<file path="src/rtl/p19_nanov_alu_seq_pkg.sv">
// p19_nanov_alu_seq_pkg
// Shared definitions for the nanoV serial ALU sequencer:
//   - 4-bit ALU op-code constants
//   - sequencer state type
//   - op_needs_carry_in(): ops that run as a + ~b + 1 start with carry set
package p19_nanov_alu_seq_pkg;

    localparam logic [3:0] OP_ADD  = 4'b0000;
    localparam logic [3:0] OP_SUB  = 4'b1000;
    localparam logic [3:0] OP_SLT  = 4'b0010;
    localparam logic [3:0] OP_SLTU = 4'b0011;
    localparam logic [3:0] OP_AND  = 4'b0111;
    localparam logic [3:0] OP_OR   = 4'b0110;
    localparam logic [3:0] OP_XOR  = 4'b0100;

    typedef enum logic [1:0] {
        IDLE = 2'd0,
        RUN  = 2'd1,
        DONE = 2'd2
    } seq_state_e;

    function automatic logic op_needs_carry_in(input logic [3:0] op);
        return op[1] | op[3];
    endfunction

endpackage

</file>
<file path="src/rtl/p19_nanoV_alu.sv">
// p19_nanoV_alu
// 1-bit serial ALU slice. Purely combinational; the caller owns the carry flop.
// Ports:
//   op     in  4  ALU op code
//   a, b   in  1  current operand bits
//   cy_in  in  1  carry into this bit
//   d      out 1  result bit (0 for unlisted op codes)
//   cy_out out 1  carry out of this bit (adder-type ops only)
//   lts    out 1  signed less-than, meaningful on the MSB of a subtract
module p19_nanoV_alu
    import p19_nanov_alu_seq_pkg::*;
(
    input  logic [3:0] op,
    input  logic       a,
    input  logic       b,
    input  logic       cy_in,
    output logic       d,
    output logic       cy_out,
    output logic       lts
);

    logic is_sub;
    logic b_eff;
    logic sum;
    logic carry;

    assign is_sub = (op == OP_SUB) || (op == OP_SLT) || (op == OP_SLTU);
    assign b_eff  = b ^ is_sub;
    assign sum    = a ^ b_eff ^ cy_in;
    assign carry  = (a & b_eff) | (cy_in & (a ^ b_eff));

    // Differing sign bits decide directly; equal signs fall back to the
    // sign of the difference.
    assign lts = (a != b) ? a : sum;

    always_comb begin
        d      = 1'b0;
        cy_out = 1'b0;
        unique case (op)
            OP_ADD, OP_SUB, OP_SLT, OP_SLTU: begin
                d      = sum;
                cy_out = carry;
            end
            OP_AND:  d = a & b;
            OP_OR:   d = a | b;
            OP_XOR:  d = a ^ b;
            default: d = 1'b0;
        endcase
    end

endmodule

</file>
<file path="src/rtl/p19_nanov_alu_sequencer.sv">
// p19_nanov_alu_sequencer
// Runs the 1-bit slice p19_nanoV_alu across an XLEN-bit operation, LSB first,
// one bit per clock, and assembles the parallel result (with SLT/SLTU fixup).
// Ports:
//   clk, rstn      clock; synchronous active-low reset
//   start, op      request + op code, accepted when ready
//   a, b           operands, sampled on the accept edge
//   ready          idle, can accept
//   busy           bits being processed
//   done           one-cycle result-valid pulse
//   result         parallel result, valid in the done cycle, held until next accept
//   zero           result==0 flag
// Build option: define P19_ALU_SEQ_ZERO_FLAG_EN to enable the zero flag;
// otherwise zero is tied low.
module p19_nanov_alu_sequencer
    import p19_nanov_alu_seq_pkg::*;
#(
    parameter int unsigned XLEN = 32
) (
    input  logic            clk,
    input  logic            rstn,
    input  logic            start,
    input  logic [3:0]      op,
    input  logic [XLEN-1:0] a,
    input  logic [XLEN-1:0] b,
    output logic            ready,
    output logic            busy,
    output logic            done,
    output logic [XLEN-1:0] result,
    output logic            zero
);

    localparam int unsigned CntW = (XLEN > 1) ? $clog2(XLEN) : 1;

    seq_state_e      state_q, state_d;
    logic [XLEN-1:0] a_sr_q, a_sr_d;
    logic [XLEN-1:0] b_sr_q, b_sr_d;
    logic [XLEN-1:0] result_q, result_d;
    logic [3:0]      op_q, op_d;
    logic [CntW-1:0] cnt_q, cnt_d;
    logic            carry_q, carry_d;

    logic slice_d;
    logic slice_cy;
    logic slice_lts;
    logic last_bit;
    logic accept;

    p19_nanoV_alu u_slice (
        .op     (op_q),
        .a      (a_sr_q[0]),
        .b      (b_sr_q[0]),
        .cy_in  (carry_q),
        .d      (slice_d),
        .cy_out (slice_cy),
        .lts    (slice_lts)
    );

    assign ready    = (state_q == IDLE);
    assign busy     = (state_q == RUN);
    assign done     = (state_q == DONE);
    assign result   = result_q;
    assign accept   = ready & start;
    assign last_bit = (cnt_q == CntW'(XLEN - 1));

    always_comb begin
        state_d  = state_q;
        a_sr_d   = a_sr_q;
        b_sr_d   = b_sr_q;
        result_d = result_q;
        op_d     = op_q;
        cnt_d    = cnt_q;
        carry_d  = carry_q;
        unique case (state_q)
            IDLE: begin
                if (start) begin
                    state_d = RUN;
                    a_sr_d  = a;
                    b_sr_d  = b;
                    op_d    = op;
                    cnt_d   = '0;
                    carry_d = op_needs_carry_in(op);
                end
            end
            RUN: begin
                a_sr_d   = a_sr_q >> 1;
                b_sr_d   = b_sr_q >> 1;
                result_d = {slice_d, result_q[XLEN-1:1]};
                carry_d  = slice_cy;
                cnt_d    = cnt_q + 1'b1;
                if (last_bit) begin
                    state_d = DONE;
                    // Compare ops discard the difference and keep only the verdict.
                    if (op_q == OP_SLT) begin
                        result_d = {{(XLEN-1){1'b0}}, slice_lts};
                    end else if (op_q == OP_SLTU) begin
                        result_d = {{(XLEN-1){1'b0}}, ~slice_cy};
                    end
                end
            end
            DONE:    state_d = IDLE;
            default: state_d = IDLE;
        endcase
    end

    always_ff @(posedge clk) begin
        if (!rstn) begin
            state_q  <= IDLE;
            a_sr_q   <= '0;
            b_sr_q   <= '0;
            result_q <= '0;
            op_q     <= OP_ADD;
            cnt_q    <= '0;
            carry_q  <= 1'b0;
        end else begin
            state_q  <= state_d;
            a_sr_q   <= a_sr_d;
            b_sr_q   <= b_sr_d;
            result_q <= result_d;
            op_q     <= op_d;
            cnt_q    <= cnt_d;
            carry_q  <= carry_d;
        end
    end

`ifdef P19_ALU_SEQ_ZERO_FLAG_EN
    logic nz_q, nz_d;
    logic zero_q, zero_d;

    always_comb begin
        nz_d   = nz_q;
        zero_d = zero_q;
        if (accept) begin
            nz_d = 1'b0;
        end else if (busy) begin
            nz_d = nz_q | slice_d;
            if (last_bit) begin
                // Compare results are a single bit; judge only the fixed-up bit.
                if (op_q == OP_SLT || op_q == OP_SLTU) begin
                    nz_d = result_d[0];
                end
                zero_d = ~nz_d;
            end
        end
    end

    always_ff @(posedge clk) begin
        if (!rstn) begin
            nz_q   <= 1'b0;
            zero_q <= 1'b0;
        end else begin
            nz_q   <= nz_d;
            zero_q <= zero_d;
        end
    end

    assign zero = zero_q;
`else
    assign zero = 1'b0;
`endif

endmodule

</file>
<file path="config.mk">
export PLATFORM = sky130hd
export DESIGN_NAME = p19_nanov_alu_sequencer
export DESIGN_NICKNAME = d
export VERILOG_FILES = /design/src/rtl/p19_nanov_alu_seq_pkg.sv /design/src/rtl/p19_nanoV_alu.sv /design/src/rtl/p19_nanov_alu_sequencer.sv
export SDC_FILE = /design/constraint.sdc
export NUM_CORES = 1
export LEC_CHECK = 0
export ABC_AREA = 1
export CORE_ASPECT_RATIO = 1.2
export CORE_MARGIN = 1.5
export CORE_UTILIZATION = 50
export CTS_CLUSTER_SIZE = 24
export DETAILED_ROUTE_END_ITERATION = 12
export PLACE_DENSITY_LB_ADDON = 0.25
export SLEW_MARGIN = 20
export SYNTH_ARGS = -nofsm -noshare
export SYNTH_HDL_FRONTEND = slang
export SYNTH_SLANG_ARGS = --single-unit
</file>
<file path="constraint.sdc">
create_clock -name clk -period 2.3 [get_ports clk]
set_input_delay 0.46 -clock clk [delete_from_list [all_inputs] [get_ports clk]]
set_output_delay 0.46 -clock clk [all_outputs]
set_load 0.02 [all_outputs]
</file>
=== Yosys cells after proc, flatten, opt, wreduce, memory -nomap -nowiden ===
Cells that the tools add are included.

* Register bits: 108
* Bits of input ports: 71
* Output and inout port bits: 36
* Word-level logic and storage cells: 57

* Add/sub/neg operators: 1
* Equal/unequal tests: 12
* Muxes and demuxes: 17
* Bitwise operators: 11
* Reductions and logical operators: 9

{| class="wikitable"
|+ Operator list
! kind !! number
|-
| $mux 32 || 5
|-
| $pmux 32 s2 || 2
|-
| $eq 4x3->1 const B || 3
|-
| $pmux 5 s2 || 1
|-
| $eq 4x2->1 const B || 2
|-
| $reduce_and 2->1 || 3
|-
| $add 5x1->5 const B || 1
|-
| $eq 5x5->1 const B || 1
|-
| $mux 5 || 1
|-
| $eq 4x4->1 const B || 1
|-
| $logic_not 4->1 || 1
|-
| $mux 2 || 2
|-
| $pmux 1 s4 || 1
|-
| $pmux 2 s2 || 1
|-
| $reduce_or 4->1 || 1
|-
| $xor 1x1->1 || 4
|-
| $and 1x1->1 || 3
|-
| $mux 1 || 3
|-
| $or 1x1->1 || 3
|-
| $eq 2x1->1 const B || 1
|-
| $eq 2x2->1 const B || 1
|-
| $logic_not 2->1 || 1
|-
| $logic_or 1x1->1 || 2
|-
| $ne 2x1->1 const B || 1
|-
| 5 further kinds || 5
|}

=== Depth between registers and ports, before layout ===
* Depth after elaboration: 12
* Depth in mapped cells: 11
* Depth with buffers taken out: 11

=== Hierarchy ===
From an unflattened synthesis, not the netlist that was laid out.

* Cells, all modules: 731
* Area total of the unflattened synthesis: 4815.9 µm²

{| class="wikitable"
|+ By module, submodules not included
! module !! instances !! cells each !! area each (µm²) !! seq. area each (µm²)
|-
| p19_nanov_alu_sequencer || 1 || 702 || 4648.2 || 2162.1
|-
| p19_nanoV_alu || 1 || 29 || 167.7 || 0.0
|}

=== Least setup slack after synthesis ===
No wires, ideal clock.

* Kind: register to register
* From: register op_q[1]
* To: register result_q[0] (netlist: result[0])
* Library setup time: 119 ps
* Data arrival time: 1570 ps
* Required time: 2181 ps
* Setup slack: 611 ps
* Cell stages (with the launch flop): 12
* Buffers on the path: 0
* Clock period less this slack: 1689 ps
* Path through: dfxtp_1 -> nor2_1 -> nand3_1 -> nand2_1 -> xor2_1 -> fa_1 -> nand2_1 -> nand3_1 -> nand2_1 -> nand2_1 -> nand2_1 -> a21oi_1

* Longest elaborated chain between the ends: 12
* Elaborated cells between the ends (all ways): 19
* Those cells by class: eq/ne: 3; mux: 5; bitwise: 7; reduce/logical: 4

{| class="wikitable"
|+ Ends and longest elaborated chain
! what !! line !! text
|-
| start, declared || p19_nanov_alu_sequencer.sv:39 || <nowiki>logic [3:0] op_q, op_d;</nowiki>
|-
| start signal, assigned || p19_nanov_alu_sequencer.sv:120 || <nowiki>op_q <= op_d;</nowiki>
|-
| $eq 4x4->1 / $eq 4x2->1 (equally long branches) || p19_nanoV_alu.sv:27, p19_nanoV_alu.sv:39, p19_nanov_alu_sequencer.sv:94 ||
|-
| $logic_or 1x1->1 (2 in series) || p19_nanoV_alu.sv:27 || <nowiki>assign is_sub = (op == OP_SUB) || (op == OP_SLT) || (op == OP_SLTU);</nowiki>
|-
| $xor 1x1->1 || p19_nanoV_alu.sv:28 || <nowiki>assign b_eff = b ^ is_sub;</nowiki>
|-
| $xor 1x1->1 || p19_nanoV_alu.sv:29, p19_nanoV_alu.sv:30 ||
|-
| $and 1x1->1 || p19_nanoV_alu.sv:30 || <nowiki>assign carry = (a & b_eff) | (cy_in & (a ^ b_eff));</nowiki>
|-
| $or 1x1->1 || p19_nanoV_alu.sv:30 ||
|-
| $mux 1 || p19_nanoV_alu.sv:39 || <nowiki>unique case (op)</nowiki>
|-
| $not 1->1 || p19_nanov_alu_sequencer.sv:97 || <nowiki>result_d = {{(XLEN-1){1'b0}}, ~slice_cy};</nowiki>
|-
| $mux 32 || p19_nanov_alu_sequencer.sv:96 || <nowiki>end else if (op_q == OP_SLTU) begin</nowiki>
|-
| $mux 32 (*) || p19_nanov_alu_sequencer.sv:94 || <nowiki>if (op_q == OP_SLT) begin</nowiki>
|-
| $mux 32 (*) || p19_nanov_alu_sequencer.sv:91 || <nowiki>if (last_bit) begin</nowiki>
|-
| end signal, assigned || p19_nanov_alu_sequencer.sv:119 || <nowiki>result_q <= result_d;</nowiki>
|-
| end, declared || p19_nanov_alu_sequencer.sv:38 || <nowiki>logic [XLEN-1:0] result_q, result_d;</nowiki>
|}

Mark *: on every way between the ends. The rest lies on a longest branch, timed or not.
A chain may end at the register's enable or synchronous reset.

=== Worst setup path in the final report ===
* From: register state_q[0]
* To: output port ready

* Longest elaborated chain between the ends: 1

{| class="wikitable"
|+ Ends and longest elaborated chain
! what !! line !! text
|-
| start, declared || p19_nanov_alu_sequencer.sv:35 || <nowiki>seq_state_e state_q, state_d;</nowiki>
|-
| start signal, assigned || p19_nanov_alu_sequencer.sv:116 || <nowiki>state_q <= state_d;</nowiki>
|-
| $logic_not 2->1 || p19_nanov_alu_sequencer.sv:59 || <nowiki>assign ready = (state_q == IDLE);</nowiki>
|-
| end, declared || p19_nanov_alu_sequencer.sv:26 || <nowiki>output logic ready,</nowiki>
|}

Every way passes these cells.

==> flow_summary.json <==
{
  "status": "completed",
  "r2r_start": "op_q[1]$_SDFFE_PN0P_",
  "portBuffers": 105,
  "final_cell_count_no_fill": 838,
  "hold_start": "a_sr_q[1]$_SDFFE_PN0P_",
  "worst-setup-path-type": "register to output port",
  "worstMarginPinSlew_ns": 0.6665,
  "firstDrtPassIters": 4,
  "start_util": 0.5161,
  "fin_nets": 789,
  "cts_made_buffers": 9,
  "antenna_found_initial": 0,
  "synth.net_count": 710,
  "worst_r2r_endpoint": "result[0]$_SDFFE_PN0P_",
  "cts_htree_levels": 3,
  "grt_pass1_wl_mm": 16.99,
  "power_density_nw_per_um2": 674.8,
  "drt_first_iter_violations": 178,
  "rr_worst_depth": 11,
  "antenna_cells": 0,
  "postCtsSetupRepairBufs": 0,
  "slew_headroom": 0.5546,
  "use_met1": 0.2668,
  "synth_cells": 634,
  "layout_commonest_cell": "nand2_1",
  "synth.distinct_cells": 28,
  "syn_area_per_cell_um2": 7.353,
  "overflow": 0,
  "dp_hpwl_mm": 6.751,
  "drc": 0,
  "final-setup-viol-count": 0,
  "period_needed_ns": 2.036,
  "required_ns": 1.84,
  "num_rows": 38,
  "layout_worst_path_cycle_share": 0.8850,
  "grt_pass1_vias": 3807,
  "worstHoldEndpoint": "a_sr_q[1]$_SDFFE_PN0P_",
  "gr-usage-met2": 0.3449,
  "chipWidth_um": 91.15,
  "critical_path.max_fanout": 3,
  "crit_arrival_ns": 1.58,
  "dp_slack_ns": 0.07372,
  "fin_util": 0.6528,
  "dieArea_um2": 9914,
  "end_kind": "output port",
  "dieHeight_um": 108.8,
  "pin_count": 107,
  "grt_usage": 0.2107,
  "timing_hold_violations_final": 0,
  "vias": 4190,
  "syn_area_um2": 4662,
  "busiest_layer": "met2",
  "min_path_type": "register to register",
  "area_growth_pct": 26.49,
  "wl_per_cell_um": 12.05,
  "layout_common_cells": "nand2_1, dfxtp_1, clkdlybuf4s50_1",
  "seq_area_frac_synth": 0.4638,
  "fmax_mhz": 491.3,
  "clock-sinks": 108,
  "p_leak_uw": 0.002265,
  "hold_depth": 2,
  "rsz0062_at_grt": "no",
  "regToRegSetupSlack_ns": 0.35,
  "setup_ws_ns": 0.2645,
  "drive_above_1_share": 0.04596,
  "power_uw": 3979,
  "ys_seq_elements": 108,
  "fin_setup_tns_ns": 0,
  "clk_pin_slew_worst_paths_ns": 0.09,
  "yosysWarnings": 0,
  "ant_nets": 0,
  "critPathLaunchType": "register",
  "vdd_ir_drop_max_mv": 0.3732,
  "finClkSkew_ns": 0.006343,
  "grt_max_degree": 77,
  "drt_wl_total_mm": 10.10,
  "place_congestion": 0.7791,
  "clockRootBuffer": "clkbuf_8",
  "dp_cells": 822,
  "met3_usage": 0.04812,
  "insertion_delay_ns": 0.37,
  "drv_cap": 0,
  "drv_slew": 0,
  "cts_tree": "yes",
  "core-area_um2": 9034,
  "clockBufferDepth": 2,
  "viasPerCell": 5.000
}
==> layout make-up <==
class,instances,area (um^2)
clock buffer,11,141.4
clock inverter,5,75.07
fill,830,3137
inverter,59,224.0
multi-input combinational,421,2003
sequential,108,2162
tap,120,150.1
timing repair buffer,114,1141
==> cells by family (layout without fill, tap and decap cells) <==
logic type	after synthesis	count (layout)	synth area share
fa+ha+maj	5	5	0.01503
simple gates	192	192	0.1632
flops	108	108	0.4638
buf+inv	105	189	0.1100
xor+xnor	1	1	0.001879
compound gates	222	222	0.2453
other cells	1	1	0.0008044
==> registers in the layout, summed over array words and instances, names as in the netlist <==
register / flops
a_sr_q: 32
b_sr_q: 32
carry_q: 1
cnt_q: 5
op_q: 4
result: 32
state_q: 2
==> worst max-delay path by stage <==
stage,from,cells past startpoint,slack [ns],endpoint
after floorplan,op_q[1]$_SDFFE_PN0P_,11,0.61,result[0]$_SDFFE_PN0P_
after global placement,cnt_q[0]$_SDFFE_PN0P_,9,0.16,result[31]$_SDFFE_PN0P_
after CTS,state_q[1]$_SDFFE_PN0P_,4,0.01,busy
final,state_q[0]$_SDFFE_PN0P_,2,0.26,ready
after detailed placement,cnt_q[0]$_SDFFE_PN0P_,9,0.07,result[19]$_SDFFE_PN0P_
after global routing,op_q[1]$_SDFFE_PN0P_,11,0.12,result[0]$_SDFFE_PN0P_
==> synth_stat cells <==
library cell / n / area share
o21ai_0: 82 / 0.088
nor2_1: 9 / 0.0072
buf_1: 1 / 0.00080
clkinv_1: 1 / 0.00080
o21ai_1: 32 / 0.034
clkbuf_1: 13 / 0.010
buf_2: 16 / 0.017
dfxtp_1: 108 / 0.46
a31oi_1: 20 / 0.027
buf_6: 9 / 0.022
inv_4: 1 / 0.0013
ha_1: 4 / 0.011
fa_1: 1 / 0.0043
nor3_1: 2 / 0.0021
clkbuf_2: 2 / 0.0021
o21ai_2: 1 / 0.0019
nand3_1: 7 / 0.0075
inv_1: 57 / 0.046
a21oi_1: 86 / 0.092
nor2_2: 1 / 0.0013
a21oi_2: 1 / 0.0019
conb_1: 1 / 0.00080
xor2_1: 1 / 0.0019
buf_4: 4 / 0.0064
nand2_4: 3 / 0.0072
nand2_1: 169 / 0.14
nand3b_1: 1 / 0.0016
buf_8: 1 / 0.0032
==> power breakdown <==
group          switching, uW  total [uW]  internal, uW  leakage, uW
logic                    382         672           291      0.00126
clock network            610        1250           638     0.000113
registers               55.4        2060          2000     0.000888
==> per-layer routing <==
metal	part of all wire	vias up
met3	0.053	11
met1	0.46	1882
met5	0	-
met2	0.47	78
met4	0.016	0
li1	-	2219
==> critical path: stages, from the launching register on <==
cell             delay, ns
dfxtp_1               0.39
nor2_2                0.17
clkdlybuf4s50_1       0.65
==> metrics by stage <==
stage	cell area, um^2	hold slack (ns)
5_1_grt	5897	0.4730
2_1_floorplan	4662	0.4245
6_report	5897	0.4473
3_5_place_dp	5664	0.4363
4_1_cts	5881	0.4369
3_3_place_gp	5664	0.4330
==> timing repair <==
| item | in CTS | in global routing |
|---|---|---|
| endpoints found under the setup margin | 0 | 1 |
| hold buffers | 0 | 0 |
| gates resized for setup | 0 | 2 |
(Power assumes the default switching activity.)
